$ cat config.mk
export PLATFORM = sky130hd
export DESIGN_NAME = dmem_lsu
export DESIGN_NICKNAME = d
export VERILOG_FILES = /design/src/rtl/dmem_lsu.sv
export SDC_FILE = /design/constraint.sdc
export NUM_CORES = 1
export LEC_CHECK = 0
export BUFFER_PORTS_ARGS = -buffer_cell sky130_fd_sc_hd__clkbuf_2
export CAP_MARGIN = 10
export CORE_MARGIN = 2
export CORE_UTILIZATION = 49
export CTS_CLUSTER_DIAMETER = 120
export DETAILED_ROUTE_END_ITERATION = 8
export PLACE_DENSITY_LB_ADDON = 0.08
export SYNTH_ARGS = -nofsm -noshare
export SYNTH_HDL_FRONTEND = slang
export SYNTH_SLANG_ARGS = --single-unit
$ cat constraint.sdc
create_clock -name Clk -period 3.8 [get_ports Clk]
set_input_delay 0.57 -clock Clk [delete_from_list [all_inputs] [get_ports Clk]]
set_output_delay 0.57 -clock Clk [all_outputs]
set_load 0.01 [all_outputs]
$ cat src/rtl/dmem_lsu.sv
// -----------------------------------------------------------------------------
// dmem_lsu -- load/store unit between a CPU request port and a single-port
// word-wide data memory with combinational read and clocked write.
//
// A request is accepted in IDLE (Req_Valid & Req_Ready). Every request is
// then answered by a one-cycle Rsp_Valid pulse in RESP:
//   load                  : IDLE -> READ  -> RESP
//   word store            : IDLE -> WRITE -> RESP
//   subword store (RMW)   : IDLE -> READ  -> WRITE -> RESP
//   misaligned / reserved : IDLE -> RESP  (Rsp_Err=1, no memory write)
//
// Ports
//   Clk, Rst_n            clock, asynchronous active-low reset
//   Req_Valid/Req_Ready   request handshake (Ready only in IDLE)
//   Req_Write             1 = store, 0 = load
//   Req_Size              00 byte, 01 half, 10 word, 11 reserved
//   Req_Signed            sign-extend subword loads
//   Req_Addr              byte address (ADDRESS_WIDTH+2 bits)
//   Req_WData             store data, right-aligned
//   Rsp_Valid             one-cycle completion pulse
//   Rsp_RData             load result, 0 for stores and errors
//   Rsp_Err               misaligned/unsupported, qualified by Rsp_Valid
//   Mem_Address           word address to memory (registered)
//   Mem_WriteData         word written to memory (registered)
//   Mem_MemWrite          memory write strobe (registered)
//   Mem_MemData           combinational read data from memory
//
// Build option
//   DMEM_LSU_SUBWORD_EN   when defined, byte/half loads (lane extract plus
//                         sign/zero extension) and byte/half stores by
//                         read-modify-write are supported. When undefined,
//                         only aligned word accesses are legal.
// -----------------------------------------------------------------------------
module dmem_lsu #(
    parameter int ADDRESS_WIDTH = 16,
    parameter int DATA_WIDTH    = 32
) (
    input  logic                     Clk,
    input  logic                     Rst_n,
    input  logic                     Req_Valid,
    output logic                     Req_Ready,
    input  logic                     Req_Write,
    input  logic [1:0]               Req_Size,
    input  logic                     Req_Signed,
    input  logic [ADDRESS_WIDTH+1:0] Req_Addr,
    input  logic [DATA_WIDTH-1:0]    Req_WData,
    output logic                     Rsp_Valid,
    output logic [DATA_WIDTH-1:0]    Rsp_RData,
    output logic                     Rsp_Err,
    output logic [ADDRESS_WIDTH-1:0] Mem_Address,
    output logic [DATA_WIDTH-1:0]    Mem_WriteData,
    output logic                     Mem_MemWrite,
    input  logic [DATA_WIDTH-1:0]    Mem_MemData
);

    localparam logic [1:0] SIZE_BYTE = 2'b00;
    localparam logic [1:0] SIZE_HALF = 2'b01;
    localparam logic [1:0] SIZE_WORD = 2'b10;

    typedef enum logic [1:0] {
        IDLE  = 2'd0,
        READ  = 2'd1,
        WRITE = 2'd2,
        RESP  = 2'd3
    } state_t;

    state_t state;
    state_t next_state;

    // Goes high on the first clock edge after reset release; keeps Req_Ready
    // low while reset is asserted even though the state register sits in IDLE.
    logic run_q;

    logic                     accept;
    logic                     req_err;
    logic [ADDRESS_WIDTH-1:0] mem_address_q;
    logic [DATA_WIDTH-1:0]    mem_writedata_q;
    logic                     mem_memwrite_q;
    logic [DATA_WIDTH-1:0]    rsp_rdata_q;
    logic                     rsp_err_q;
    logic [DATA_WIDTH-1:0]    load_data;

    assign Req_Ready = run_q && (state == IDLE);
    assign accept    = Req_Valid && Req_Ready;
    assign Rsp_Valid = (state == RESP);

    assign Rsp_RData     = rsp_rdata_q;
    assign Rsp_Err       = rsp_err_q;
    assign Mem_Address   = mem_address_q;
    assign Mem_WriteData = mem_writedata_q;
    assign Mem_MemWrite  = mem_memwrite_q;

`ifdef DMEM_LSU_SUBWORD_EN
    // Fields of the accepted request needed after the accept cycle.
    typedef struct packed {
        logic                  write;
        logic [1:0]            size;
        logic                  sign;
        logic [1:0]            offset;
        logic [DATA_WIDTH-1:0] wdata;
    } req_t;

    req_t                  req_q;
    logic [7:0]            byte_lane;
    logic [15:0]           half_lane;
    logic [DATA_WIDTH-1:0] merge_data;

    always_comb begin
        req_err = 1'b0;
        case (Req_Size)
            SIZE_BYTE: req_err = 1'b0;
            SIZE_HALF: req_err = Req_Addr[0];
            SIZE_WORD: req_err = (Req_Addr[1:0] != 2'b00);
            default:   req_err = 1'b1;
        endcase
    end

    // Little-endian lanes: offset 0 is bits 7:0, halfword at offset 2 is 31:16.
    always_comb begin
        byte_lane = Mem_MemData[{req_q.offset, 3'b000} +: 8];
        half_lane = Mem_MemData[{req_q.offset[1], 4'b0000} +: 16];
        load_data = Mem_MemData;
        case (req_q.size)
            SIZE_BYTE: load_data = {{(DATA_WIDTH-8){req_q.sign & byte_lane[7]}}, byte_lane};
            SIZE_HALF: load_data = {{(DATA_WIDTH-16){req_q.sign & half_lane[15]}}, half_lane};
            default:   load_data = Mem_MemData;
        endcase
    end

    // Read-modify-write merge: only the addressed lane(s) take store data.
    always_comb begin
        merge_data = Mem_MemData;
        if (req_q.size == SIZE_BYTE) begin
            merge_data[{req_q.offset, 3'b000} +: 8] = req_q.wdata[7:0];
        end else if (req_q.size == SIZE_HALF) begin
            merge_data[{req_q.offset[1], 4'b0000} +: 16] = req_q.wdata[15:0];
        end
    end

    always_ff @(posedge Clk or negedge Rst_n) begin
        if (!Rst_n) begin
            req_q <= '0;
        end else if (accept) begin
            req_q <= '{write:  Req_Write,
                       size:   Req_Size,
                       sign:   Req_Signed,
                       offset: Req_Addr[1:0],
                       wdata:  Req_WData};
        end
    end
`else
    // Word-only build: anything but an aligned word access is an error, and
    // the sign-extension request has no meaning.
    logic unused_signed;
    assign unused_signed = Req_Signed;

    assign req_err   = (Req_Size != SIZE_WORD) || (Req_Addr[1:0] != 2'b00);
    assign load_data = Mem_MemData;
`endif

    // State register.
    always_ff @(posedge Clk or negedge Rst_n) begin
        if (!Rst_n) begin
            state <= IDLE;
        end else begin
            // NOTE: every clocked assignment is non-blocking so all registers
            // update from the same pre-edge values, matching the hardware.
            state <= next_state;
        end
    end

    // Next-state logic.
    always_comb begin
        // NOTE: default assigned first so no path through the case leaves
        // next_state unassigned, which would infer a latch.
        next_state = state;
        case (state)
            IDLE: begin
                if (accept) begin
                    if (req_err) begin
                        next_state = RESP;
                    end else if (!Req_Write) begin
                        next_state = READ;
                    end else begin
`ifdef DMEM_LSU_SUBWORD_EN
                        next_state = (Req_Size == SIZE_WORD) ? WRITE : READ;
`else
                        next_state = WRITE;
`endif
                    end
                end
            end
            READ: begin
`ifdef DMEM_LSU_SUBWORD_EN
                next_state = req_q.write ? WRITE : RESP;
`else
                next_state = RESP;
`endif
            end
            WRITE:   next_state = RESP;
            RESP:    next_state = IDLE;
            default: next_state = IDLE;
        endcase
    end

    // Datapath and memory-side registers. The write strobe is registered from
    // next_state so it is high for exactly the WRITE cycle, and the async reset
    // drops it immediately if reset hits mid-write.
    always_ff @(posedge Clk or negedge Rst_n) begin
        if (!Rst_n) begin
            run_q           <= 1'b0;
            mem_address_q   <= '0;
            mem_writedata_q <= '0;
            mem_memwrite_q  <= 1'b0;
            rsp_rdata_q     <= '0;
            rsp_err_q       <= 1'b0;
        end else begin
            run_q          <= 1'b1;
            mem_memwrite_q <= (next_state == WRITE);
            case (state)
                IDLE: begin
                    if (accept) begin
                        mem_address_q   <= Req_Addr[ADDRESS_WIDTH+1:2];
                        mem_writedata_q <= Req_WData;
                        rsp_rdata_q     <= '0;
                        rsp_err_q       <= req_err;
                    end
                end
                READ: begin
`ifdef DMEM_LSU_SUBWORD_EN
                    if (req_q.write) begin
                        mem_writedata_q <= merge_data;
                    end else begin
                        rsp_rdata_q <= load_data;
                    end
`else
                    rsp_rdata_q <= load_data;
`endif
                end
                RESP: begin
                    // Response fields are only meaningful during RESP.
                    rsp_rdata_q <= '0;
                    rsp_err_q   <= 1'b0;
                end
                default: ;
            endcase
        end
    end

endmodule

==> results.md <==
- Layout Cells excl Fill: 635
- Max-cap violations: 0
- CTS Sinks: 85
- Area leader, netlist: dfrtp_1
- Status: complete, no violations
- Power Density: 813 nW/µm²
- Synth top area share: 61.2%
- Remaining global-route overflow: 0
- Synth async-reset ratio: 100%
- RSZ-0062 raised after global routing: no
- Layout Skew: 0.0131 ns
- R2r setup slk: 1.72 ns
- Mapped cell area: 3470 µm²
- Slew margin rel.: 25.2%
- Crit Path Category: reg -> reg
- Clock-pin slew on the worst setup and hold paths: 0.10 ns
- Vias per cell: 4.70
- Die ar.: 7780 µm²
- Placed Cells: 619
- Total Power: 3.69 mW
- HP Class: in -> async
- Synth unique cells: 29
- Number of global-route vias before repair: 2711
- CTS HTree Levels: 3
- P&R area growth vs syn: 30.6%
- Die width: 88.2 µm
- Final Hold Fails: 0
- Share of cells above drive strength 1: 36.5%
- Setup TNS: 0 ns
- Die height: 88.2 µm
- Iteration-0 DRC Markers: 139
- Synthesized area per cell: 9.32 µm²
- Synth area leaders: dfrtp_1 61%, nand2_1 19%, o21ai_0 7.5%
- Initial antenna violation count: 0
- Wirelength, routed: 8160 µm
- Placed cell areas: 4320 µm²
- Leakage: 2.54 nW
- Final net count: 627
- CTS Buf Count: 9
- Proportion of synthesized chip area in sequential cells: 61.2%
- Final Hold Slack: 0.385 ns
- Crit Path Max Fanout: 33
- Core area: 6830 µm²
- Reg-to-reg startpoint: state[0]$_DFF_PN0_
- Synthesized netlist cell count: 373
- Number of I/O port buffers: 171
- # IOs: 173
- Worst-Margin Slew: 1.12 ns
- FF+latch count, synth: 85
- Post-CTS Setup Repair Bufs: 0
- Reg2reg end: state[0]$_DFF_PN0_
- CP endpoint: state[0]$_DFF_PN0_
- Worst setup SP type: flop
- Final Util: 66.4%
- First-pass GRT wire length: 12600 µm
- Worst setup margin: 1.72 ns
- Drt wl/cell: 12.9 µm
- Gr usage total: 20.9%
- CTS Buffer Depth: 2
- CP required: 4.03 ns
- Final Cycle Share: 54.8%
- Post-CTS Hold Buffers: 0
- # diodes: 0
- Post-CTS Resized: 0
- Worst R2R Path Depth: 5
- RD Place Congestion: 0.770
- Setup violators final: 0
- Routed vias: 2983
- CTS tree: yes
- Residual DRC: 0
- Post-synth EDFFs: 0
- Worst vdd ir: 428 µV
- CTS root buf: clkbuf_8
- 1st-pass router iterations: 4
- Clk_lat worst skew: 0.35 ns
- Achievable Freq: 480 MHz
- DP HPWL: 5640 µm
- Synth warn: 0
- Site Rows: 30
- Dominant synthesized flop cell: dfrtp_1
- Max Slew Vio Count: 0
- Initial core utilization: 50.9%
- Critical path arrival: 2.31 ns
- Minimum clock period after layout: 2.08 ns
- Pre-CTS WS: 1.73 ns
- Net Count, Synth: 466
- Critical Path Sink Type: flop
- Post-route ant nets: 0
- Largest net degree at the start of global routing: 86
- Crit. Startpoint: state[0]$_DFF_PN0_
- Final instance area: 4540 µm²
Yosys cell counts (2+ instances only):
cell / count
inv_1: 3
nor2_1: 2
buf_8: 2
clkbuf_1: 11
o21ai_1: 12
nand2_1: 176
ha_1: 4
buf_4: 2
dfrtp_1: 85
buf_6: 2
clkbuf_2: 2
buf_2: 4
o21ai_0: 52
cell type report:
cell class | count | area [µm²]
clock inverter | 7 | 98.8
tap | 96 | 120
sequential | 85 | 2130
timing repair buffer | 174 | 881
multi-input combinational | 261 | 1180
clock buffer | 9 | 124
inverter | 3 | 11.3
fill | 612 | 2290
logic make-up after synthesis:
family,after synthesis,synth area share [%]
other,1,0.108
adders and majority gates,4,1.44
buffers and inverters,27,4.90
and+or+nand+nor,186,21.2
DFF,85,61.2
AOI/OAI and AO/OA,70,11.1
registers in the layout (all words and copies together), names as in the netlist:
| signal | cells |
|---|---|
| state | 2 |
| Rsp_Err | 1 |
| Mem_MemWrite | 1 |
| Mem_WriteData | 32 |
| Mem_Address | 16 |
| Rsp_RData | 32 |
| run_q | 1 |
worst min path at each step:
| stage | slack, ns | end | cells after the start |
|---|---|---|---|
| after floorplan | 0.27 | Mem_Address[0]$_DFFE_PN0P_ | 0 |
| after global placement | 0.46 | Mem_WriteData[18]$_DFFE_PN0P_ | 2 |
| after detailed placement | 0.46 | Mem_WriteData[15]$_DFFE_PN0P_ | 2 |
| after CTS | 0.39 | Mem_Address[6]$_DFFE_PN0P_ | 3 |
| after global routing | 0.39 | Mem_Address[5]$_DFFE_PN0P_ | 3 |
| final | 0.38 | Mem_Address[1]$_DFFE_PN0P_ | 1 |
where the power goes:
part	internal [mW]	switching, mW	leakage (nW)	total (mW)
Combinational	0.557	0.901	1.35	1.46
Sequential	1.32	0.207	1.09	1.53
Clock	0.372	0.330	0.0981	0.702
layer usage:
metal / up-vias / GRT usage, % / part of all wire, %
met4: 0 / 6.20 / 0.70
met1: 1369 / 26.4 / 43
li1: 1503 / - / -
met3: 6 / 6.31 / 7.6
met2: 105 / 35.1 / 48
met5: - / 0 / 0
cell usage in the layout, fill, tap and decap left out, types with 2 or more instances in the layout:
master,count
clkbuf_8,9
dfrtp_1,85
buf_4,4
ha_1,4
nor2_1,2
clkinvlp_4,4
bufinv_16,2
nand2_1,176
clkbuf_2,170
o21ai_1,12
inv_1,3
o21ai_0,52
worst max-delay path: stages, from the launching register on:
cell      delay (ns)
dfrtp_1         0.41
inv_1           0.12
ha_1            0.33
a21boi_4        0.71
a221oi_2        0.17
or2_1           0.23
(Power assumes the default switching activity.)
